--- src/rtl/ex_mem_reg.sv ---
// ----------------------------------------------------------------------------
// ex_mem_reg : EX/MEM pipeline register with stall/flush and range screening
//              of data-memory accesses (sticky fault, first address, counter).
// Revision   : 1.0
// ----------------------------------------------------------------------------
`default_nettype none

module ex_mem_reg #(
  parameter int DEPTH = 32,
  parameter int CNT_W = 8
) (
  input  logic             clk,
  input  logic             rst,
  input  logic             stall,
  input  logic             flush,
  input  logic             id_ex_valid,
  input  logic [31:0]      alu_result,
  input  logic [31:0]      rs2_data,
  input  logic [4:0]       rd,
  input  logic             mem_read,
  input  logic             mem_write,
  input  logic             reg_write,
  input  logic             mem_to_reg,
  input  logic             fault_clr,
  output logic [31:0]      address,
  output logic [31:0]      data_in,
  output logic             we,
  output logic             mem_read_ex_mem,
  output logic             ex_mem_valid,
  output logic [4:0]       ex_mem_rd,
  output logic             ex_mem_reg_write,
  output logic             ex_mem_mem_to_reg,
  output logic             fault,
  output logic [31:0]      fault_addr,
  output logic [CNT_W-1:0] fault_count
);

  localparam logic [31:0]      C_DEPTH   = 32'(DEPTH);
  localparam logic [CNT_W-1:0] C_CNT_MAX = '1;
  localparam logic [CNT_W-1:0] C_CNT_ONE = CNT_W'(1);

  logic [31:0]      address_q, address_d;
  logic [31:0]      data_in_q, data_in_d;
  logic             we_q, we_d;
  logic             mem_read_q, mem_read_d;
  logic             valid_q, valid_d;
  logic [4:0]       rd_q, rd_d;
  logic             reg_write_q, reg_write_d;
  logic             mem_to_reg_q, mem_to_reg_d;
  logic             fault_q, fault_d;
  logic [31:0]      fault_addr_q, fault_addr_d;
  logic [CNT_W-1:0] fault_count_q, fault_count_d;

  logic w_load;
  logic w_oor;
  logic w_oor_load;

  always_comb begin
    w_load     = ~flush & ~stall;
    w_oor      = id_ex_valid & (mem_read | mem_write) & (alu_result >= C_DEPTH);
    w_oor_load = w_load & w_oor;

    address_d    = address_q;
    data_in_d    = data_in_q;
    we_d         = we_q;
    mem_read_d   = mem_read_q;
    valid_d      = valid_q;
    rd_d         = rd_q;
    reg_write_d  = reg_write_q;
    mem_to_reg_d = mem_to_reg_q;

    if (flush) begin
      address_d    = '0;
      data_in_d    = '0;
      we_d         = 1'b0;
      mem_read_d   = 1'b0;
      valid_d      = 1'b0;
      rd_d         = '0;
      reg_write_d  = 1'b0;
      mem_to_reg_d = 1'b0;
    end else if (w_load) begin
      address_d    = alu_result;
      data_in_d    = rs2_data;
      valid_d      = id_ex_valid;
      rd_d         = rd;
      we_d         = id_ex_valid & mem_write & ~w_oor;
      // A combined read+write keeps only the write.
      mem_read_d   = id_ex_valid & mem_read & ~mem_write & ~w_oor;
      reg_write_d  = id_ex_valid & reg_write & ~w_oor;
      mem_to_reg_d = id_ex_valid & mem_to_reg;
    end
  end

  always_comb begin
    fault_d       = fault_q;
    fault_addr_d  = fault_addr_q;
    fault_count_d = fault_count_q;

    if (w_oor_load) begin
      // A clear on the same edge as a new fault restarts from that fault.
      if (fault_clr) begin
        fault_d       = 1'b1;
        fault_addr_d  = alu_result;
        fault_count_d = C_CNT_ONE;
      end else begin
        if (!fault_q) begin
          fault_d      = 1'b1;
          fault_addr_d = alu_result;
        end
        if (fault_count_q != C_CNT_MAX) begin
          fault_count_d = fault_count_q + C_CNT_ONE;
        end
      end
    end else if (fault_clr) begin
      fault_d       = 1'b0;
      fault_addr_d  = '0;
      fault_count_d = '0;
    end
  end

  always_ff @(posedge clk or posedge rst) begin
    if (rst) begin
      address_q     <= '0;
      data_in_q     <= '0;
      we_q          <= 1'b0;
      mem_read_q    <= 1'b0;
      valid_q       <= 1'b0;
      rd_q          <= '0;
      reg_write_q   <= 1'b0;
      mem_to_reg_q  <= 1'b0;
      fault_q       <= 1'b0;
      fault_addr_q  <= '0;
      fault_count_q <= '0;
    end else begin
      address_q     <= address_d;
      data_in_q     <= data_in_d;
      we_q          <= we_d;
      mem_read_q    <= mem_read_d;
      valid_q       <= valid_d;
      rd_q          <= rd_d;
      reg_write_q   <= reg_write_d;
      mem_to_reg_q  <= mem_to_reg_d;
      fault_q       <= fault_d;
      fault_addr_q  <= fault_addr_d;
      fault_count_q <= fault_count_d;
    end
  end

  assign address           = address_q;
  assign data_in           = data_in_q;
  assign we                = we_q;
  assign mem_read_ex_mem   = mem_read_q;
  assign ex_mem_valid      = valid_q;
  assign ex_mem_rd         = rd_q;
  assign ex_mem_reg_write  = reg_write_q;
  assign ex_mem_mem_to_reg = mem_to_reg_q;
  assign fault             = fault_q;
  assign fault_addr        = fault_addr_q;
  assign fault_count       = fault_count_q;

endmodule

`default_nettype wire

--- config.mk ---
export PLATFORM = sky130hd
export DESIGN_NAME = ex_mem_reg
export DESIGN_NICKNAME = d
export VERILOG_FILES = /design/src/rtl/ex_mem_reg.sv
export SDC_FILE = /design/constraint.sdc
export NUM_CORES = 1
export LEC_CHECK = 0
export ABC_CLOCK_PERIOD_IN_PS = 4410
export BUFFER_PORTS_ARGS = -buffer_cell sky130_fd_sc_hd__clkbuf_2
export CAP_MARGIN = 20
export CORE_MARGIN = 4
export CORE_UTILIZATION = 40
export CTS_CLUSTER_DIAMETER = 200
export CTS_CLUSTER_SIZE = 16
export DETAILED_ROUTE_END_ITERATION = 7
export GPL_TIMING_DRIVEN = 1
export PLACE_DENSITY = 0.74
export SYNTH_ARGS = -nofsm -noshare
export SYNTH_HDL_FRONTEND = slang
export SYNTH_SLANG_ARGS = --single-unit
--- constraint.sdc ---
create_clock -name clk -period 4.41 [get_ports clk]
set_input_delay 0.6615 -clock clk [delete_from_list [all_inputs] [get_ports clk]]
set_output_delay 0.6615 -clock clk [all_outputs]
set_load 0.01 [all_outputs]
==> summary.md <==
| Metric | Value |
|---|---|
| Routed wirelength normalized by instance count | 16.5 µm |
| Clock power share | between 50% and 60% |
| Antenna Nets Post-Route | 0 |
| Detailed placer's ending HPWL | around 8500 µm |
| Via-to-Cell Ratio | 5.18 |
| Sequential power share | 39.8% |
| Netlist area before placement | 0.00476 mm² |
| Total I/O pin count | 194 |
| Standard cell core area | 0.0115 mm² |
| Maximum resistive drop on vdd | 0.281 mV |
| Final hold violation count | 0 |
| FMAX | a little over 0.4 GHz |
| Standard-cell row count | 39 |
| Average size of a mapped cell | 12.3 µm² |
| Crit path arrival time | between 2 and 3 ns |
| Count of endpoints failing setup in the final report | 0 |
| Internal Pwr Total | 2200 µW |
| Net switching power figure | 671 µW |
| Total leakage power | 0.00351 µW |
| Height of the die | roughly 120 µm |
| Via count of the routed design | 3806 |
| TritonCTS sink count | 115 |
| Required time reported for the critical path endpoint | ~4.8 ns |
| Setup bufs post-CTS | 0 |
| Number of warnings reported in the yosys synthesis log | 0 |
| Leading cell type in the layout, fill and taps excluded | sky130_fd_sc_hd__clkbuf_2 |
| Port Buffers | between 150 and 200 |
| Number of H-tree branching levels | 4 |
| Global-route track usage on met2 | 29.4% |
| Worst setup path start | alu_result[17] |
| Fraction of met1 tracks used by global routing | 22.3% |
| Inserted Clock Buffers | 17 |
| Synthesized instance count | 387 |
| Share of cells above drive strength 1 | 40.7% |
| Remaining design rule violation count | 0 |
| MaxCap Viol Count | 0 |
| Number of antenna violations at the first check in global routing | 0 |
| Share of the yosys chip area belonging to registers | 60.5% |
| Clock Latency Late Sink | about 0.4 ns |
| Clk slew on worst S/H paths | 0.06 ns |
| Type of origin of the critical path | primary input |
| Family with the most delay on the worst path | compound AO/OA/AOI/OAI gates |
| Total congestion overflow after global routing | 0 |
| Cells along the critical path | clkbuf_2, nor4_1, nand3_1, or3_4, a31oi_4, a22o_1 |
| Die boundary width | approximately 120 µm |
| End of the worst register-to-register path | fault_count[6]$_DFFE_PP0P_ |
| Synthesis-to-layout area growth | 35.6% |
| Clock Tree Buf Depth | 2 |
| Slack of the worst reg-to-reg path | about 2.4 ns |
| Commonest cells after routing, fill and taps aside | sky130_fd_sc_hd__clkbuf_2, sky130_fd_sc_hd__dfrtp_1, sky130_fd_sc_hd__nor2_1 |
| Worst Setup Path Type | in2reg |
| Wire length of the first global-routing pass | 19200 µm |
| Maximum number of pins on one net before global-route repair | 76 |
| Highest-utilization routing layer at the global route stage | met2 |
| Largest clock skew in the final design | about 0.0036 ns |
| GR met3 Demand/Resource | around 6.4% |
| Number of resized instances in the post-cts repair step | 0 |
| Standard cell with the maximum stage delay on the critical path | sky130_fd_sc_hd__a31oi_4 |
| Synth unique cells | 39 |
| TritonCTS clock tree | built |
| Combinational share of power | a little under a tenth |
| Clock tree root buffer cell | sky130_fd_sc_hd__clkbuf_16 |
| Max Transition Viols Final | 0 |
| Post-synthesis register bit count | roughly 120 |
| Worst-margin pin slew | 0.894 ns |
| Net count after synthesis | roughly 470 |
| Crit. End Element | flop |
| Utilization after layout | around 56% |
| Path category of the worst min-delay check | in2async |
| Unrepaired setup endpoints after global routing | false |
| Switching Fraction | 23.4% |
| Number of DRC violations after detailed-routing iteration 0 | 232 |
| Period Utilization, post-route | 54.8% |
| Max-slew headroom | 40.4% |
| Hold buffer count at cts | 0 |
| Asr flop ratio synth | 100% |
| Antenna fix cells | 0 |
| Tmin final | between 2 and 2.5 ns |
| Total wire length after detailed routing | 12100 µm |
| Placer's final routability congestion estimate | 0.798 |
| Run status | finished, final reports clean |
| Length in cells of the worst reg-to-reg path | 6 |
| Overall global routing resource usage | 18.2% |
| Largest fanout on the critical path | 32 |
| Detailed Routing Iterations Pass 1 | 4 |
| Vias in the first global route | between 3000 and 4000 |
| Crit path depth | 6 |
| Bufs and invs on worst path | 1 |
| Longest individual stage delay on the worst path | 0.74 ns |
| Total Nets Final | 659 |
| Die Footprint | 0.0137 mm² |
| Power per cell area | 445 mW/mm² |
| Number of enable-type register cells in the synthesized netlist | 0 |
| Main flop type after synthesis | sky130_fd_sc_hd__dfrtp_1 |
| Initial Util | 41.3% |
| Total negative slack for setup checks | 0 ns |
| Startpoint of the most critical register-to-register path | fault_count[0]$_DFFE_PP0P_ |
| Capture point of the critical path | fault_addr[2]$_DFFE_PP0P_ |
-- Yosys cell counts, types with 3 or more instances --
library cell | n | area, µm²
sky130_fd_sc_hd__nor4_1 | 6 | 37.5
sky130_fd_sc_hd__dfrtp_1 | 115 | 2880
sky130_fd_sc_hd__nor2_1 | 77 | 289
sky130_fd_sc_hd__buf_6 | 7 | 78.8
sky130_fd_sc_hd__nand2b_1 | 4 | 25.0
sky130_fd_sc_hd__buf_2 | 4 | 20.0
sky130_fd_sc_hd__a22o_1 | 30 | 263
sky130_fd_sc_hd__nand3_1 | 6 | 30.0
sky130_fd_sc_hd__mux2i_1 | 70 | 701
sky130_fd_sc_hd__inv_1 | 4 | 15.0
sky130_fd_sc_hd__and3_1 | 3 | 18.8
sky130_fd_sc_hd__nor2b_1 | 5 | 31.3
sky130_fd_sc_hd__buf_1 | 3 | 11.3
sky130_fd_sc_hd__mux2_2 | 3 | 33.8
sky130_fd_sc_hd__nand2_1 | 7 | 26.3
sky130_fd_sc_hd__a21oi_1 | 3 | 15.0
sky130_fd_sc_hd__nor3_1 | 4 | 20.0
sky130_fd_sc_hd__clkbuf_1 | 11 | 41.3
-- layer usage --
| metal | up-vias | wire length, µm |
|---|---|---|
| met2 | 143 | 5820 |
| met5 | - | 0 |
| met1 | 1895 | 5180 |
| met4 | 0 | 190 |
| met3 | 15 | 915 |
| li1 | 1753 | - |
-- area by class of cell --
cell class,count,area [µm²]
Clock buffer,19,453
Timing Repair Buffer,198,1030
Fill cell,1002,5070
Multi-Input combinational cell,243,1710
Tap cell,143,179
Sequential cell,115,2880
Clock inverter,13,183
Inverter,4,17.5
-- power groups by stage --
stage | Clock [µW] | Sequential, µW | Combinational [µW]
6_report | 1450 | 1140 | 276
3_3_place_gp | 0 | 1160 | 270
2_1_floorplan | 0 | 1180 | 130
4_1_cts | 1480 | 1140 | 280
3_5_place_dp | 0 | 1160 | 279
5_1_grt | 1530 | 1150 | 308
-- worst min-delay path by stage --
| stage | from | endpoint | slack (ns) | cells past startpoint |
|---|---|---|---|---|
| CTS | rst | data_in[19]$_DFFE_PP0P_ | 0.11 | 2 |
| finish | rst | ex_mem_reg_write$_DFFE_PP0P_ | 0.13 | 2 |
| global placement | fault_addr[21]$_DFFE_PP0P_ | fault_addr[21]$_DFFE_PP0P_ | 0.49 | 1 |
| global route | rst | data_in[19]$_DFFE_PP0P_ | 0.12 | 2 |
| floorplan | we$_DFFE_PP0P_ | we$_DFFE_PP0P_ | 0.54 | 2 |
| detailed placement | fault_addr[21]$_DFFE_PP0P_ | fault_addr[21]$_DFFE_PP0P_ | 0.49 | 1 |
-- metrics by stage --
stage | area, µm² | std cells | setup WS (ns) | hold WS [ns] | power, µW
floorplan | 4760 | 387 | 0.704 | 0.543 | 1310
global placement | 5790 | 702 | 1.60 | 0.488 | 1430
detailed placement | 5790 | 702 | 1.55 | 0.492 | 1440
CTS | 6420 | 734 | 1.99 | 0.107 | 2900
global route | 6450 | 735 | 1.86 | 0.121 | 2990
finish | 6450 | 735 | 1.99 | 0.129 | 2870
-- logic make-up after synthesis --
group / Yosys count / share of synthesized area (%)
DFF: 115 / 60.5
muxes: 73 / 15.4
adders and majority gates: 1 / 0.263
buffers and inverters: 29 / 3.50
AOI/OAI and AO/OA: 49 / 8.68
and+or+nand+nor: 120 / 11.6
Note: power is estimated with default switching activity, not from simulation.
